$ cat config.mk
export PLATFORM = sky130hd
export DESIGN_NAME = div8b_seq
export DESIGN_NICKNAME = d
export VERILOG_FILES = /design/src/rtl/div8b_seq.sv
export SDC_FILE = /design/constraint.sdc
export NUM_CORES = 1
export LEC_CHECK = 0
export CORE_UTILIZATION = 30
export DETAILED_ROUTE_END_ITERATION = 12
export SYNTH_ARGS = -nofsm -noshare
export SYNTH_HDL_FRONTEND = slang
export SYNTH_SLANG_ARGS = --single-unit
$ cat constraint.sdc
create_clock -name clk -period 2.15 [get_ports clk]
set_clock_uncertainty 0.05 [all_clocks]
set_input_delay 0.43 -clock clk [delete_from_list [all_inputs] [get_ports clk]]
set_output_delay 0.43 -clock clk [all_outputs]
set_load 0.01 [all_outputs]
$ cat src/rtl/div8b_seq.sv
// Sequential unsigned restoring divider: one shift-and-subtract step per clock, with a
// start/done handshake. Trial subtraction adds the inverted divisor with carry-in 1.
module div8b_seq #(
  parameter int unsigned WIDTH = 8
) (
  input  logic             clk,
  input  logic             rst_n,
  input  logic             start,
  input  logic [WIDTH-1:0] dividend,
  input  logic [WIDTH-1:0] divisor,
  output logic             busy,
  output logic             done,
  output logic [WIDTH-1:0] quotient,
  output logic [WIDTH-1:0] remainder,
  output logic             div_by_zero
);

  localparam int unsigned IterW = (WIDTH > 1) ? $clog2(WIDTH) : 1;

  typedef enum logic [1:0] {StIdle, StRun, StDone} state_e;

  state_e             state_q, state_d;
  logic [WIDTH:0]     r_work_q, r_work_d;
  logic [WIDTH-1:0]   q_work_q, q_work_d;
  logic [WIDTH-1:0]   d_q, d_d;
  logic [IterW-1:0]   iter_q, iter_d;
  logic               busy_q, busy_d;
  logic               done_q, done_d;
  logic [WIDTH-1:0]   quotient_q, quotient_d;
  logic [WIDTH-1:0]   remainder_q, remainder_d;
  logic               dbz_q, dbz_d;

  logic [WIDTH:0]     shifted;
  logic [WIDTH+1:0]   sum;
  logic               no_borrow;
  logic [WIDTH:0]     r_next;
  logic [WIDTH-1:0]   q_next;
  // An accepted trial is always below the divisor, so the stored top bit is never read.
  logic               unused_r_msb;

  assign unused_r_msb = r_work_q[WIDTH];

  always_comb begin
    shifted   = {r_work_q[WIDTH-1:0], q_work_q[WIDTH-1]};
    // Carry out of shifted + ~{0,D} + 1 is set exactly when no borrow occurs.
    sum       = {1'b0, shifted} + {1'b0, ~{1'b0, d_q}} + (WIDTH+2)'(1);
    no_borrow = sum[WIDTH+1];
    r_next    = no_borrow ? sum[WIDTH:0] : shifted;
    q_next    = {q_work_q[WIDTH-2:0], no_borrow};

    state_d     = state_q;
    r_work_d    = r_work_q;
    q_work_d    = q_work_q;
    d_d         = d_q;
    iter_d      = iter_q;
    done_d      = 1'b0;
    quotient_d  = quotient_q;
    remainder_d = remainder_q;
    dbz_d       = dbz_q;

    unique case (state_q)
      StIdle: begin
        if (start) begin
          q_work_d = dividend;
          d_d      = divisor;
          r_work_d = '0;
          iter_d   = '0;
          if (divisor != '0) begin
            state_d = StRun;
          end else begin
            state_d     = StDone;
            quotient_d  = '1;
            remainder_d = dividend;
            dbz_d       = 1'b1;
            done_d      = 1'b1;
          end
        end
      end
      StRun: begin
        r_work_d = r_next;
        q_work_d = q_next;
        iter_d   = iter_q + IterW'(1);
        if (iter_q == IterW'(WIDTH-1)) begin
          state_d     = StDone;
          quotient_d  = q_next;
          remainder_d = r_next[WIDTH-1:0];
          dbz_d       = 1'b0;
          done_d      = 1'b1;
        end
      end
      StDone: begin
        state_d = StIdle;
      end
      default: begin
        state_d = StIdle;
      end
    endcase

    busy_d = (state_d != StIdle);
  end

  always_ff @(posedge clk) begin
    if (!rst_n) begin
      state_q     <= StIdle;
      r_work_q    <= '0;
      q_work_q    <= '0;
      d_q         <= '0;
      iter_q      <= '0;
      busy_q      <= 1'b0;
      done_q      <= 1'b0;
      quotient_q  <= '0;
      remainder_q <= '0;
      dbz_q       <= 1'b0;
    end else begin
      state_q     <= state_d;
      r_work_q    <= r_work_d;
      q_work_q    <= q_work_d;
      d_q         <= d_d;
      iter_q      <= iter_d;
      busy_q      <= busy_d;
      done_q      <= done_d;
      quotient_q  <= quotient_d;
      remainder_q <= remainder_d;
      dbz_q       <= dbz_d;
    end
  end

  assign busy        = busy_q;
  assign done        = done_q;
  assign quotient    = quotient_q;
  assign remainder   = remainder_q;
  assign div_by_zero = dbz_q;

endmodule
# After elaboration in Yosys (flattened, before gate mapping)
# Index checks and enable logic that the tools add are counted.
classes:
  bitwise_logic: 1
  magnitude_cmp: 0
  mux: 27
  eq_ne: 5
  multipliers: 0
  div: 0
  n_reduce_logical: 7
  add_sub_neg: 3
  shifts: 0
ops:
  columns: ["op", "n"]
  rows:
  - ["$mux W8", 9]
  - ["$pmux W8 S2", 4]
  - ["$add A10 B1 Y10 const B", 1]
  - ["$add A9 B9 Y10", 1]
  - ["$not A8 Y9", 1]
  - ["$reduce_bool A8 Y1", 1]
  - ["$mux W1", 6]
  - ["$mux W2", 3]
  - ["$ne A2 B2 Y1 const B", 3]
  - ["$pmux W3 S2", 1]
  - ["$pmux W1 S2", 2]
  - ["$pmux W2 S2", 1]
  - ["$reduce_and A2 Y1", 2]
  - ["$reduce_and A4 Y1", 1]
  - ["$reduce_bool A2 Y1", 2]
  - ["$add A3 B1 Y3 const B", 1]
  - ["$eq A3 B3 Y1 const B", 1]
  - ["$mux W3", 1]
  - ["$eq A2 B1 Y1 const B", 1]
  - ["$logic_not A2 Y1", 1]
totals:
  memories: 0
  word_cells: 53
  regBits: 48
  latchBits: 0
  output_inout_bits: 19
  ram_bits: 0
  mem_bits_ro: 0

# Depth between registers and ports, before layout
# Gate-level depths: netlist of run 1.
logic_depth:
  depth_word: 6
  ltp_mapped: 9

# Worst setup path after synthesis of run 1
# OpenSTA, ideal clock, no wires.
synth_path:
  path_type: "reg-to-reg"
  startpoint: "register d_q[6]"
  endpoint: "register remainder_q[0] (netlist: remainder[0])"
  stages_incl_launch_ff: 8
  path_slack_ns: -0.193
  setup_time_ns: 0.086
  t_arrival_ns: 2.208
  period_less_slack_ns: 2.343
  required_ns: 2.014
  cell_sequence: "dfxtp_1 > inv_1 > ha_1 > a21o_1 > a211o_1 > a311oi_4 > mux2_2 > a211oi_1"
synth_via:
  elab_chain_cells: 6
synth_lines:
  columns: ["element", "line_no", "text"]
  rows:
  - ["start, declared", "25", "logic [WIDTH-1:0] d_q, d_d;"]
  - ["start signal, assigned", "107", "d_q <= '0;"]
  - ["start signal, assigned", "118", "d_q <= d_d;"]
  - ["$not A8 Y9", "46", "sum = {1'b0, shifted} + {1'b0, ~{1'b0, d_q}} + (WIDTH+2)'(1);"]
  - ["$add A9 B9 Y10", "46", null]
  - ["$add A10 B1 Y10", "46", null]
  - ["$mux W8", "48", "r_next = no_borrow ? sum[WIDTH:0] : shifted;"]
  - ["$mux W8", "83", "if (iter_q == IterW'(WIDTH-1)) begin"]
  - ["$pmux W8 S2", "61", "unique case (state_q)"]
  - ["end signal, assigned", "123", "remainder_q <= remainder_d;"]
  - ["end, declared", "30", "logic [WIDTH-1:0] remainder_q, remainder_d;"]
# No other way between the ends. The select of a mux whose other input is x is not followed.
# A chain may end at the register's enable or synchronous reset.

# Worst setup path after layout of run 1
# Same ends and word-level chain as after synthesis.

==> impl_metrics.yaml, run 1 <==
status:
  status: "completed"
final_layout:
  regArea_um2: 964.7
  fillers: 740
  stdcell_area_mm2: 0.003271
  antenna_cells: 0
  drive_gt1_share_pct: 23.99
  multiInputGateArea_mm2: 0.001331
  synthToLayoutAreaGrowth_pct: 40.01
  fin_nets: 376
synth:
  synth_nets: 301
  yosysTopAreaCell: "dfxtp_1"
  syn_area_mm2: 0.002336
  ys_types: 42
  yosysWarnings: 0
  synth_top_area_share_pct: 41.14
  synth_edf_count: 0
  netlist_instances: 271
  synth_seq_cells: 48
  ys_seq_area_share_pct: 41.14
  synth_area_leaders: "dfxtp_1, nand2_1, ha_1"
  synth_ff_type: "dfxtp_1"
  syn_area_per_cell_um2: 8.620
  async_flop_share_pct: 0
route:
  num_vias: 2261
  dr.pass1.iters: 4
  post-route-drc-count: 0
  drtAntennaViolNets: 0
  wl_per_cell_um: 13.92
  wl_um: 6195
  drt_iter0_markers: 133
  vias_per_cell: 5.081
global_routing:
  first_global_vias: 2101
  track_usage_pct: 15.73
  grt_pass1_wl_um: 10280
  grt_antenna_before_repair: 0
  grt_start_max_net_pins: 21
  grt-ovfl-total: 0
cts:
  clk_pin_slew_ns: 0.09
  root_buffer: "clkbuf_8"
  cts-htree-levels: 2
  clockBufferDepth: 2
  cts_tree: "built"
  clk_latency_ns: 0.31
  cts_sinks: 48
  cts-buffers-inserted: 5
  hold_buffers: 0
hold_path:
  hold_depth: 2
  hold_class: "reg2reg"
floorplan:
  die_h_um: 90.24
  die-area_mm2: 0.008143
  start_util_pct: 31.53
  num_rows: 31
  coreArea_mm2: 0.007408
  ios: 38
  chipWidth_um: 90.24
sta:
  finalHoldViolCount: 0
  setup_viol: 0
  fmax_mhz: 470.0
  period_share_pct: 98.97
  rsz0062_at_grt: "yes"
  tightest_slew_ns: 0.5559
  period_needed_ns: 2.128
  drv_slew: 0
  slew-limit-headroom_pct: 62.81
  tns_ns: 0
worst_setup_path:
  worst_ep_required_time_ns: 2.33
  reg2reg_depth: 8
  cp-start-kind: "flop"
  crit_path_max_fanout: 7
  endpoint_kind: "flop"
  worstPathArrival_ns: 2.31
  crit_type: "reg2reg"
power_and_ir_drop:
  power.share.clock_pct: 22.6
  vdd_drop_max_uv: 301.2
  switching_share_pct: 30.44
  pwr-share-seq_pct: 43.3
  pwr-share-comb_pct: 34.1
  switchingPower_mw: 0.7117
  power.leakage_nw: 1.326
  power_density_mw_per_mm2: 714.9
  intPower_mw: 1.626
placed_design:
  place_area_mm2: 0.003141
  dp_hpwl_um: 4754
  numPortBuffers: 37
  gp_congestion: 0.7876
job:
  cap_violations: 0
[synth_stat cells (all sizes together), types with 2 or more instances]
cell     n
nor3     4
o32ai    3
and2     3
o21a     2
a311oi   4
o311ai   2
or2      2
o221a   10
o31ai    2
nor3b    2
clkbuf  15
mux2i    8
nand2b   3
a31oi    3
a21o     2
a211oi  10
nand3    4
ha      10
and3     4
dfxtp   48
nor4     2
nor2    24
xor2     2
nor2b    6
nand2   37
a21oi   24
inv     11
o21ai   13
[final timing paths]
kind,from,to,slack [ns]
worst min-delay path,d_q[5],d_q[5],0.41
worst min register to register,d_q[5],d_q[5],0.41
worst max-delay path,d_q[6],remainder[0],0.02
worst max register to register,d_q[6],remainder[0],0.02
[logic make-up after synthesis]
family	share of synthesized area, %
adder cells (fa/ha/maj)	6.213
AO/OA/AOI/OAI	25.50
XOR/XNOR	0.7500
multiplexers	3.910
flip-flops	41.14
AND/OR/NAND/NOR	18.32
buffers and inverters	4.178
[stage by stage]
step	hold slack, ns	std cells	setup slack [ns]	power [mW]	utilization (%)
after floorplan	0.3863	271	-0.06327	1.428	-
after global placement	0.3948	436	-0.1453	1.773	42.39
after detailed placement	0.3982	436	-0.1662	1.785	42.39
after CTS	0.4117	444	-0.02303	2.333	43.68
after global routing	0.4298	445	-0.07774	2.475	44.15
final	0.4071	445	0.02221	2.338	44.15
[registers in the layout, indices dropped and copies added (netlist names)]
signal,flops
busy,1
d_q,8
div_by_zero,1
done,1
iter_q,3
q_work_q,8
quotient,8
r_work_q,8
remainder,8
state_q,2
[cell usage in the layout, fill, tap and decap left out, types with 4 or more instances in the layout]
| cell | instances |
|---|---|
| a211oi_1 | 8 |
| o21ai_0 | 12 |
| nand2_1 | 37 |
| a21oi_1 | 22 |
| nand3_1 | 4 |
| inv_1 | 10 |
| clkbuf_8 | 5 |
| nor2b_1 | 5 |
| dfxtp_1 | 45 |
| o221a_2 | 10 |
| mux2i_1 | 7 |
| buf_4 | 45 |
| nor2_1 | 24 |
| clkdlybuf4s50_1 | 37 |
| nor3_1 | 4 |
| ha_1 | 9 |
[final cells by class]
type                       instances  share of cell area [%]
clock buffer                       5                   2.104
clock inverter                     2                  0.3826
tap                               99                   3.787
inverter                          11                   1.262
sequential                        48                   29.49
multi-input combinational        197                   40.70
timing repair buffer              83                   22.26
[worst max-delay path: stages, from the launching register on]
cell,delay (ns)
dfxtp_2,0.34
inv_2,0.04
ha_4,0.23
a21o_1,0.19
a211o_1,0.31
a311oi_4,0.26
buf_12,0.17
mux2_4,0.31
a211oi_2,0.17
[routing by layer]
metal	vias to the layer above	track usage, %	part of all wire [%]
met5	-	0	0
met4	0	4.839	1.1
met3	5	2.961	3.3
met2	43	26.08	48
met1	1085	20.59	47
li1	1128	-	-
[power by group through the flow]
stage               combinational, mW  sequential [mW]  clock, mW
finish                          0.796             1.01      0.529
global route                    0.863             1.03      0.587
CTS                             0.773             1.01      0.547
detailed placement              0.751             1.03          0
global placement                0.742             1.03          0
floorplan                       0.399             1.03          0
[timing repair]
item                       in CTS  in global routing
pin swaps                       1                  1
buffers inserted                1                  1
gates resized for setup         3                  8
setup endpoints to repair       2                 23
Power figures use the tool's default switching activity.
==> run 2: changes to the inputs <==
Settings changed: CAP_MARGIN set to 10, SETUP_SLACK_MARGIN set to 0.15.
Clock period 2.15 ns to 2.6 ns, I/O delays scaled along.
==> impl_metrics.yaml, run 2 (synthesized netlist as in run 1, its figures left out) <==
floorplan:
  die-area_mm2: 0.008143
  start_util_pct: 31.53
  coreArea_mm2: 0.007408
  ios: 38
  num_rows: 31
  chipWidth_um: 90.24
  die_h_um: 90.24
cts:
  cts-buffers-inserted: 5
  cts_sinks: 48
  clockBufferDepth: 2
  cts_tree: "built"
  clk_pin_slew_ns: 0.10
  hold_buffers: 0
  cts-htree-levels: 2
  root_buffer: "clkbuf_8"
  clk_latency_ns: 0.31
worst_setup_path:
  worstPathArrival_ns: 2.50
  cp-start-kind: "flop"
  endpoint_kind: "flop"
  crit_type: "reg2reg"
  worst_ep_required_time_ns: 2.76
  rrSetupSlack_ns: 0.26
  crit_path_max_fanout: 7
power_and_ir_drop:
  pwr-share-comb_pct: 27.5
  power.leakage_nw: 1.182
  switchingPower_mw: 0.5912
  intPower_mw: 1.353
  vdd_drop_max_uv: 261.9
  pwr-share-seq_pct: 43.2
  switching_share_pct: 30.41
  power_density_mw_per_mm2: 643.3
  power.share.clock_pct: 29.4
placed_design:
  placedCellCount: 409
  gp_congestion: 0.7953
  numPortBuffers: 37
  place_ws_ns: 0.1550
  dp_hpwl_um: 4885
  place_area_mm2: 0.002902
final_layout:
  stdcell_area_mm2: 0.003022
  synthToLayoutAreaGrowth_pct: 29.35
  final_core_util_pct: 40.79
  antenna_cells: 0
  layout_commonest_cell: "dfxtp_1"
  fin_nets: 347
  instances_no_fill: 417
  drive_gt1_share_pct: 13.84
  layout_common_cells: "dfxtp_1, nand2_1, clkdlybuf4s50_1"
sta:
  fmax_mhz: 427.3
  slew-limit-headroom_pct: 61.54
  worst_slack_ns: 0.2598
  period_needed_ns: 2.340
  period_share_pct: 90.01
  drv_slew: 0
  setup_viol: 0
  finalHoldViolCount: 0
  tns_ns: 0
  tightest_slew_ns: 0.5697
  rsz0062_at_grt: "no"
global_routing:
  first_global_vias: 2061
  track_usage_pct: 16.25
  grt_pass1_wl_um: 10500
  grt_antenna_before_repair: 0
  grt-ovfl-total: 0
  grt_start_max_net_pins: 21
route:
  post-route-drc-count: 0
  wl_per_cell_um: 14.97
  num_vias: 2113
  wl_met3_um: 255
  wl_met1_um: 2996
  drtAntennaViolNets: 0
  met2_wirelength_um: 2906
  wl_um: 6242
  drt_iter0_markers: 99
  vias_per_cell: 5.067
  highest_layer: "met4"
  dr.pass1.iters: 4
job:
  cap_violations: 0
status:
  status: "completed"
hold_path:
  hold_class: "reg2reg"
run 2: cell count changes in the layout (fill, tap and decap cells not counted), sizes merged:
cell and change:
buf -29, bufinv +1, clkinv +1, clkinvlp -1
run 2: stage by stage:
step                hold WS [ns]  total power [mW]
finish                    0.4105             1.944
global route              0.4328             2.047
CTS                       0.4124             1.945
detailed placement        0.3991             1.382
global placement          0.3948             1.377
floorplan                 0.3863             1.172
run 2: cell type report:
cell class,count,area (µm²)
Clock buffer,5,68.82
Clock inverter,3,47.55
Fill cell,758,4387
Inverter,11,41.29
Multi-Input combinational cell,197,1281
Sequential cell,48,960.9
Tap cell,99,123.9
Timing Repair Buffer,54,498.0
run 2: repair_timing:
item | in CTS | in global routing
buffers inserted | 0 | 0
resized for setup | 0 | 1
setup endpoints to repair | 0 | 2
hold endpoints to repair | 0 | 0
run 2: critical path, stage by stage, from the launching register on:
cell and delay (ns):
dfxtp_1 0.34, inv_1 0.04, ha_1 0.33, a21o_1 0.21
a211o_1 0.36, a311oi_4 0.30, buf_4 0.21, nand3_1 0.11
a31oi_1 0.29
run 2: routing by layer:
layer	global-route usage (%)	vias to the layer above
li1	-	1071
met1	21.40	986
met2	26.59	48
met3	3.892	8
met4	4.167	0
met5	0	-
run 2: worst paths after layout:
kind	from	endpoint	depth (start not counted)
setup / recovery	d_q[6]	r_work_q[5]	8
setup reg to reg	d_q[6]	r_work_q[5]	8
hold / removal	d_q[2]	d_q[2]	2
hold reg to reg	d_q[2]	d_q[2]	2
run 2: power by group through the flow:
| stage | Clock [mW] | Sequential (mW) | Combinational (mW) |
|---|---|---|---|
| final | 0.571 | 0.839 | 0.534 |
| after global routing | 0.615 | 0.848 | 0.583 |
| after CTS | 0.577 | 0.839 | 0.529 |
| after detailed placement | 0 | 0.856 | 0.526 |
| after global placement | 0 | 0.855 | 0.522 |
| after floorplan | 0 | 0.850 | 0.322 |
